File: src/rtl/drive_cmd_arbiter.sv
// Arbitrates the drive command bus between manual and automatic modes, with dead time on handover.
// Optional obstacle masking and block_evt reporting are built only when ARB_SAFETY_EN is defined.
module drive_cmd_arbiter #(
    parameter int unsigned DEAD_CYCLES = 100000
) (
    input  logic       clk,
    input  logic       rst,
    input  logic       power_now,
    input  logic       man_req,
    input  logic [3:0] man_cmd,
    input  logic       auto_req,
    input  logic [3:0] auto_cmd,
    input  logic       front_detector,
    input  logic       back_detector,
    input  logic       left_detector,
    input  logic       right_detector,
    output logic [3:0] dev_cmd,
    output logic [1:0] grant,
    output logic       busy,
    output logic       block_evt
);

    typedef enum logic [1:0] {IDLE, MAN, AUTO, DEAD} state_t;

    localparam logic [19:0] DEAD_LOAD = 20'(DEAD_CYCLES);

    state_t      state, state_nxt;
    logic        tgt_man, tgt_man_nxt;
    logic [19:0] cnt, cnt_nxt;
    logic [3:0]  src, resolved, det_mask, cmd_nxt;
    logic [1:0]  grant_nxt;
    logic        keep, blk_nxt;

    assign det_mask = {left_detector, right_detector, back_detector, front_detector};

    // Opposing bit pairs cancel: {fwd, back} and {right, left}.
    function automatic logic [3:0] resolve_conflict(input logic [3:0] c);
        logic [3:0] r;
        r = c;
        if (c[0] && c[1]) r[1:0] = 2'b00;
        if (c[2] && c[3]) r[3:2] = 2'b00;
        return r;
    endfunction

    // NOTE: every signal gets a default at the top of always_comb so no path leaves it unassigned (no latch).
    always_comb begin
        state_nxt   = state;
        tgt_man_nxt = tgt_man;
        cnt_nxt     = cnt;
        if (!power_now) begin
            state_nxt = IDLE;
        end else begin
            unique case (state)
                IDLE: begin
                    if (man_req)       state_nxt = MAN;
                    else if (auto_req) state_nxt = AUTO;
                end
                MAN: begin
                    if (!man_req) begin
                        if (auto_req) begin
                            state_nxt   = DEAD;
                            tgt_man_nxt = 1'b0;
                            cnt_nxt     = DEAD_LOAD;
                        end else begin
                            state_nxt = IDLE;
                        end
                    end
                end
                AUTO: begin
                    if (man_req) begin
                        state_nxt   = DEAD;
                        tgt_man_nxt = 1'b1;
                        cnt_nxt     = DEAD_LOAD;
                    end else if (!auto_req) begin
                        state_nxt = IDLE;
                    end
                end
                DEAD: begin
                    cnt_nxt = (cnt == 20'd0) ? 20'd0 : cnt - 20'd1;
                    if (!tgt_man && man_req) tgt_man_nxt = 1'b1;
                    // Leave on the cycle the count reaches zero, so busy lasts exactly DEAD_CYCLES.
                    if (cnt <= 20'd1) begin
                        if (tgt_man_nxt ? man_req : auto_req)
                            state_nxt = tgt_man_nxt ? MAN : AUTO;
                        else if (tgt_man_nxt ? auto_req : man_req)
                            state_nxt = tgt_man_nxt ? AUTO : MAN;
                        else
                            state_nxt = IDLE;
                    end
                end
                default: state_nxt = IDLE;
            endcase
        end
    end

    always_comb begin
        src       = 4'b0000;
        grant_nxt = 2'b00;
        unique case (state)
            MAN:     src = man_cmd;
            AUTO:    src = auto_cmd;
            default: src = 4'b0000;
        endcase
        unique case (state_nxt)
            MAN:     grant_nxt = 2'b01;
            AUTO:    grant_nxt = 2'b10;
            default: grant_nxt = 2'b00;
        endcase
        // Commands pass only while the current owner also keeps ownership next cycle.
        keep     = (state == MAN || state == AUTO) && (state_nxt == state);
        resolved = resolve_conflict(src);
`ifdef ARB_SAFETY_EN
        cmd_nxt = keep ? (resolved & ~det_mask) : 4'b0000;
        blk_nxt = keep && |(resolved & det_mask);
`else
        cmd_nxt = keep ? resolved : 4'b0000;
        blk_nxt = 1'b0;
`endif
    end

`ifndef ARB_SAFETY_EN
    logic unused_det;
    assign unused_det = ^det_mask;
`endif

    // NOTE: sequential state uses non-blocking assignments so every register samples pre-edge values.
    always_ff @(posedge clk) begin
        if (rst) begin
            state     <= IDLE;
            tgt_man   <= 1'b1;
            cnt       <= 20'd0;
            dev_cmd   <= 4'b0000;
            grant     <= 2'b00;
            busy      <= 1'b0;
            block_evt <= 1'b0;
        end else begin
            state     <= state_nxt;
            tgt_man   <= tgt_man_nxt;
            cnt       <= cnt_nxt;
            dev_cmd   <= cmd_nxt;
            grant     <= grant_nxt;
            busy      <= (state_nxt == DEAD);
            block_evt <= blk_nxt;
        end
    end

endmodule

File: config.mk
export PLATFORM = sky130hd
export DESIGN_NAME = drive_cmd_arbiter
export DESIGN_NICKNAME = d
export VERILOG_FILES = /design/src/rtl/drive_cmd_arbiter.sv
export SDC_FILE = /design/constraint.sdc
export NUM_CORES = 1
export LEC_CHECK = 0
export ABC_AREA = 1
export CAP_MARGIN = 20
export CORE_ASPECT_RATIO = 0.9
export CORE_MARGIN = 5
export CORE_UTILIZATION = 59
export DETAILED_ROUTE_END_ITERATION = 6
export MAX_ROUTING_LAYER = met4
export PLACE_DENSITY = 0.85
export REMOVE_ABC_BUFFERS = 1
export SYNTH_ARGS = -nofsm -noshare
export SYNTH_HDL_FRONTEND = slang
export SYNTH_SLANG_ARGS = --single-unit
File: constraint.sdc
create_clock -name clk -period 4.71 [get_ports clk]
set_input_delay 0.942 -clock clk [delete_from_list [all_inputs] [get_ports clk]]
set_output_delay 0.942 -clock clk [all_outputs]
set_load 0.01 [all_outputs]
==> results of run 1 <==
## metal layers
metal | part of all wire [%] | vias to the layer above | track usage (%)
li1 | - | 853 | -
met1 | 50 | 724 | 27.0
met2 | 45 | 31 | 28.2
met3 | 3.7 | 6 | 5.40
met4 | 1.8 | 0 | 7.54
met5 | 0 | - | -
## cells by family (layout without fill, tap and decap cells)
group / count (synthesis) / count (layout) / synth area share, %
simple gates: 134 / 134 / 38.4
flops: 29 / 29 / 31.6
buf+inv: 38 / 60 / 8.32
compound gates: 29 / 29 / 11.4
xor+xnor: 11 / 11 / 5.25
fa+ha+maj: 7 / 7 / 4.77
other cells: 1 / 1 / 0.204
## power breakdown
part	internal, W	total, W	leakage, nW	switching (W)
combinational	0.0000872	0.000230	0.640	0.000143
clock	0.0000864	0.000171	0.0413	0.0000850
sequential	0.000258	0.000274	0.235	0.0000160
total	0.000432	0.000676	0.916	0.000244
## area by class of cell
type | count | area share, %
sequential | 29 | 27.4
inverter | 33 | 5.84
tap | 42 | 2.48
clock inverter | 1 | 0.236
timing repair buffer | 19 | 8.97
multi-input combinational | 182 | 52.0
clock buffer | 7 | 3.07
## sequential cells by signal, summed over array words and instances, names as in the netlist
register / flops
cnt: 20
dev_cmd: 4
grant: 2
state: 2
busy: 1
## cells in the final DEF, fill, tap and decap left out, drive strengths merged, types with 4 or more instances in the layout
cell type	synthesis	final
a22o	4	4
a221oi	5	5
a21oi	11	11
nand2	48	48
nor2	48	48
dfxtp	29	29
ha	7	7
clkbuf	1	7
nor3	10	10
clkdlybuf4s50	0	19
nand3	22	22
inv	33	33
nand4	4	4
xor2	8	8
## path summary, 6_finish.rpt
path,from,to
max,man_req,cnt[7]
max reg2reg,state[0],cnt[7]
min reg2reg,cnt[11],cnt[11]
min,cnt[11],cnt[11]
## critical path: cells and delay by family
family                 cells  cell delay [ps]
buffers and inverters      3              790
AO/OA/AOI/OAI              3              670
AND/OR/NAND/NOR            1              430
## stage by stage
stage               setup WS, ps  hold WS (ps)  utilization, %
finish                      2060           520            70.2
global route                1910           541            70.2
CTS                         2040           523            70.2
detailed placement          1670           502            67.9
global placement            1780           494            67.9
floorplan                   2640           477               -
==> metrics.md, run 1 <==
| Metric | Value |
|---|---|
| R2r setup slk | `2310 ps` |
| Vias in the first global route | `1480` |
| Hold depth | `1` |
| Ant diodes | `0` |
| Cell count after placement | `305` |
| Post-synth top area share | `31.6%` |
| CTS clk-pin slew, worst paths | `100 ps` |
| F_max | `377 MHz` |
| Async S/R FF share, synth | `0%` |
| Initial DRT Pass Iterations | `4` |
| R2R cell count | `7` |
| Count of clock tree sinks | `29` |
| Crit Path Class | `primary input to register` |
| Post-synth top area cell | `dfxtp_1` |
| Unrepaired setup endpoints after global routing | `no` |
| Root buf cell | `clkbuf_4` |
| Fin nets | `294` |
| Worst slew pin tran | `499 ps` |
| WL final | `3580 µm` |
| Critical path's largest stage delay | `530 ps` |
| Initial Util | `60.8%` |
| Peak VDD IR | `0.231 mV` |
| Hold Path Class | `register to register` |
| Area delta synth->final | `15.5%` |
| Post-route insts no fill | `313` |
| DR iter-0 viols | `124` |
| DIE WIDTH | `68.8 µm` |
| Setup Fix Bufs, Post-CTS | `0` |
| Core area | `3020 µm²` |
| Antenna Nets Post-Route | `0` |
| Top cells by area, synth | `dfxtp_1 32%, nand2_1 7.4%, nor2_1 7.4%` |
| Number of synthesized flops with an enable pin | `0` |
| Total GRT Usage | `20.0%` |
| Routed len/inst | `11.5 µm` |
| HPWL after detailed placement | `2820 µm` |
| Port bufs | `19` |
| Yosys warning count | `0` |
| Clk_lat worst skew | `330 ps` |
| Cts repair resizes | `0` |
| Max cap viols | `0` |
| Power Total | `0.000676 W` |
| Final count of negative-setup-slack endpoints | `0` |
| Fraction of layout cells with a size suffix above 1 | `17.0%` |
| Crit Path Max Fanout | `13` |
| Max Slew Vio Count | `0` |
| Vias/cell | `5.16` |
| Commonest cells in the netlist | `36 x nand2_1, 36 x nor2_1, 29 x dfxtp_1, 29 x inv_1, 19 x nand3_1` |
| Post-synth cell types | `35` |
| Core Rows | `19` |
| Cell area after layout | `2120 µm²` |
| Cell repeated most along the worst path | `inv_2` |
| Fill count | `268` |
| DP Area | `2050 µm²` |
| First-pass GRT wire length | `6510 µm` |
| Multi-input logic area | `1100 µm²` |
| Die Area | `4330 µm²` |
| Inserted Clock Buffers | `5` |
| Storage cell area | `581 µm²` |
| Period utilization | `56.3%` |
| CP Cell Sequence | `clkdlybuf4s50_1 -> inv_2 -> a211oi_2 -> o21a_2 -> inv_2 -> nor2_1 -> a221oi_1` |
| CP required | `4890 ps` |
| Largest net degree at the start of global routing | `14` |
| Routed via count | `1614` |
| Lkg Pwr | `0.916 nW` |
| Setup TNS | `0 ps` |
| Hold_buf cts | `0` |
| CTS tree | `built` |
| Top_reg_cell synth | `dfxtp_1` |
| Mapped cell area | `1840 µm²` |
| Fin crit period | `2650 ps` |
| Crit path DAT | `2830 ps` |
| H-tree level count | `2` |
| Final hold vios | `0` |
| Mapped Cells | `249` |
| CTS max path bufs | `2` |
| Outcome | `finished clean` |
| Ports | `25` |
| PwrDens | `319 nW/µm²` |
| Initial antenna violation count | `0` |
| CP max-delay cell | `clkdlybuf4s50_1` |
| Setup crit start kind | `primary input` |
| Synth Register Bits | `29` |
| Worst Setup End Kind | `register` |
| Register area share after synthesis | `31.6%` |
| # DRC | `0` |
| Chip Height | `62.9 µm` |
| GRT overflow | `0` |
| Avg Synthesized Cell Area | `7.37 µm²` |
| Max Clock Skew | `12.9 ps` |
| Placer Congestion | `0.837` |
| Relative slew slack | `66.6%` |
Power figures use the tool's default switching activity.
==> run 2, diff against run 1 <==
Settings changed: CORE_UTILIZATION 59 to 49, PLACE_DENSITY 0.85 to 0.75.
Clock period 4.71 ns to 2.4 ns, I/O delays scaled along.
==> run 2 against run 1 <==
Cell count grew 3.2%. Clock skew decreased by 5.9 ps. Sequential power grew 96%. Register-to-register slack got worse by 2000 ps. Via count rose by 0.43%. Routed wire length grew 9.5%. Sequential cell count unchanged. Global-route usage fell by 1.6 points. Highest routed layer unchanged.
==> metrics.md, run 2 (same netlist as run 1, synthesis figures left out) <==
| Metric | Value |
|---|---|
| Vias in the first global route | `1507 (+1.8%)` |
| Hold depth | `1 (unchanged)` |
| Clk_lat worst skew | `280 ps (-50 ps)` |
| Max Slew Vio Count | `0 (unchanged)` |
| Crit Path Class | `primary input to register` |
| Vias/cell | `5.02 (-2.7%)` |
| R2R cell count | `9 (+2)` |
| DIE WIDTH | `74.5 µm (+8.3%)` |
| Largest net degree at the start of global routing | `11 (-3)` |
| Peak VDD IR | `0.389 mV (+68%)` |
| Count of clock tree sinks | `29 (unchanged)` |
| Fraction of layout cells with a size suffix above 1 | `18.8% (+1.8 points)` |
| Period utilization | `85.9%` |
| Setup Fix Bufs, Post-CTS | `0 (unchanged)` |
| Port bufs | `19 (unchanged)` |
| Routed len/inst | `12.1 µm (+6.1%)` |
| Chip Height | `68.1 µm (+8.2%)` |
| Crit path DAT | `2220 ps (-610 ps)` |
| Most frequent cells in the layout | `36 x nor2_1, 36 x nand2_1, 29 x inv_1, 29 x dfxtp_1` |
| Cts repair resizes | `0 (unchanged)` |
| Routed via count | `1621 (+0.43%)` |
| CTS tree | `built` |
| Die Area | `5070 µm² (+17%)` |
| CP required | `2560 ps (-2330 ps)` |
| Max cap viols | `0 (unchanged)` |
| Biggest register | `cnt` |
| GRT overflow | `0 (unchanged)` |
| First-pass GRT wire length | `6960 µm (+6.9%)` |
| Total GRT Usage | `18.4% (-1.6 points)` |
| CTS max path bufs | `2 (unchanged)` |
| Crit Path Max Fanout | `7 (-6)` |
| # DRC | `0 (unchanged)` |
| Cell count after placement | `315 (+3.3%)` |
| Worst Setup SP | `man_req` |
| Initial Util | `49.9% (-11 points)` |
| Area delta synth->final | `19.9%` |
| Post-route insts no fill | `323 (+3.2%)` |
| Initial antenna violation count | `0 (unchanged)` |
| Core area | `3680 µm² (+22%)` |
| CTS clk-pin slew, worst paths | `60 ps (-40 ps)` |
| Antenna Nets Post-Route | `0 (unchanged)` |
| Ports | `25 (unchanged)` |
| Setup crit start kind | `primary input` |
| HPWL after detailed placement | `2990 µm (+6.0%)` |
| Lkg Pwr | `0.960 nW (+4.8%)` |
| R2r setup slk | `360 ps (-1950 ps)` |
| Crit path capture | `cnt[14]` |
| WL final | `3920 µm (+9.5%)` |
| Critical R2R Launch | `state[0]` |
| Root buf cell | `clkbuf_8` |
| RR Endpoint | `cnt[14]` |
| DR iter-0 viols | `86 (-31%)` |
| Fin nets | `300 (+2.0%)` |
| Worst Setup End Kind | `register` |
| Placer Congestion | `0.829 (-1.0%)` |
| Fin crit period | `2060 ps` |
| Outcome | `finished clean` |
| H-tree level count | `2 (unchanged)` |
| Regs by FF count | `cnt x20, dev_cmd x4` |
| F_max | `485 MHz` |
| PwrDens | `659 nW/µm² (+110%)` |
| Final count of negative-setup-slack endpoints | `0 (unchanged)` |
| Hold Path Class | `register to register` |
| Setup TNS | `0 ps (unchanged)` |
| Ant diodes | `0 (unchanged)` |
| Max Clock Skew | `7.03 ps (-5.86 ps)` |
| Final hold vios | `0 (unchanged)` |
| Inserted Clock Buffers | `5 (unchanged)` |
| Initial DRT Pass Iterations | `4 (unchanged)` |
| Core Rows | `21 (+2)` |
| Hold_buf cts | `0 (unchanged)` |
| Unrepaired setup endpoints after global routing | `no` |
| Max reg flops | `20 (unchanged)` |
[run 2: cell types whose count changed in the layout (fill, tap and decap cells not counted)]
| cell | delta |
|---|---|
| clkbuf_8 | +5 |
| buf_4 | +6 |
| clkbuf_4 | -5 |
[run 2: layout make-up]
class	instances	area, µm²
fillers	344	1480
multi-input cells	182	1100
flip-flops and latches	29	581
repair buffers	25	235
inverters	33	124
clock buffers	7	96.3
well taps	46	57.6
clock inverters	1	5.00
[run 2: power breakdown]
| part | internal, W | switching [W] | leakage [nW] |
|---|---|---|---|
| logic | 0.000178 | 0.000293 | 0.671 |
| clock network | 0.000259 | 0.000184 | 0.0542 |
| registers | 0.000508 | 0.0000281 | 0.235 |
[run 2: per-stage QoR]
step	util, %	area [µm²]	hold WS (ps)	total power (W)	worst slack [ps]
CTS	59.8	2200	517	0.00146	337
detailed placement	57.1	2100	503	0.00101	45.0
finish	59.8	2200	512	0.00145	338
global route	59.8	2200	542	0.00156	191
global placement	57.1	2100	491	0.00100	124
floorplan	-	1810	477	0.000903	482
[run 2: worst min-delay path by stage]
stage,from,endpoint,slack (ps)
after detailed placement,cnt[11],cnt[11],500
after global placement,cnt[11],cnt[11],490
after CTS,cnt[11],cnt[11],520
after global routing,cnt[11],cnt[11],540
final,cnt[11],cnt[11],510
after floorplan,cnt[11],cnt[11],480
[run 2: worst max-delay path: stages]
cell and delay [ps]:
clkdlybuf4s50_1 530, inv_2 90, a211oi_2 190, o21a_2 270
nand2_2 110, nor3_2 190, nand4_1 140, xor2_1 170
nor2_1 50
[run 2: per-layer routing]
layer  GRT usage (%)  routed length [µm]
met1            25.0                1830
met2            26.8                1810
met4            6.67                  49
met5               -                   0
met3            3.96                 229
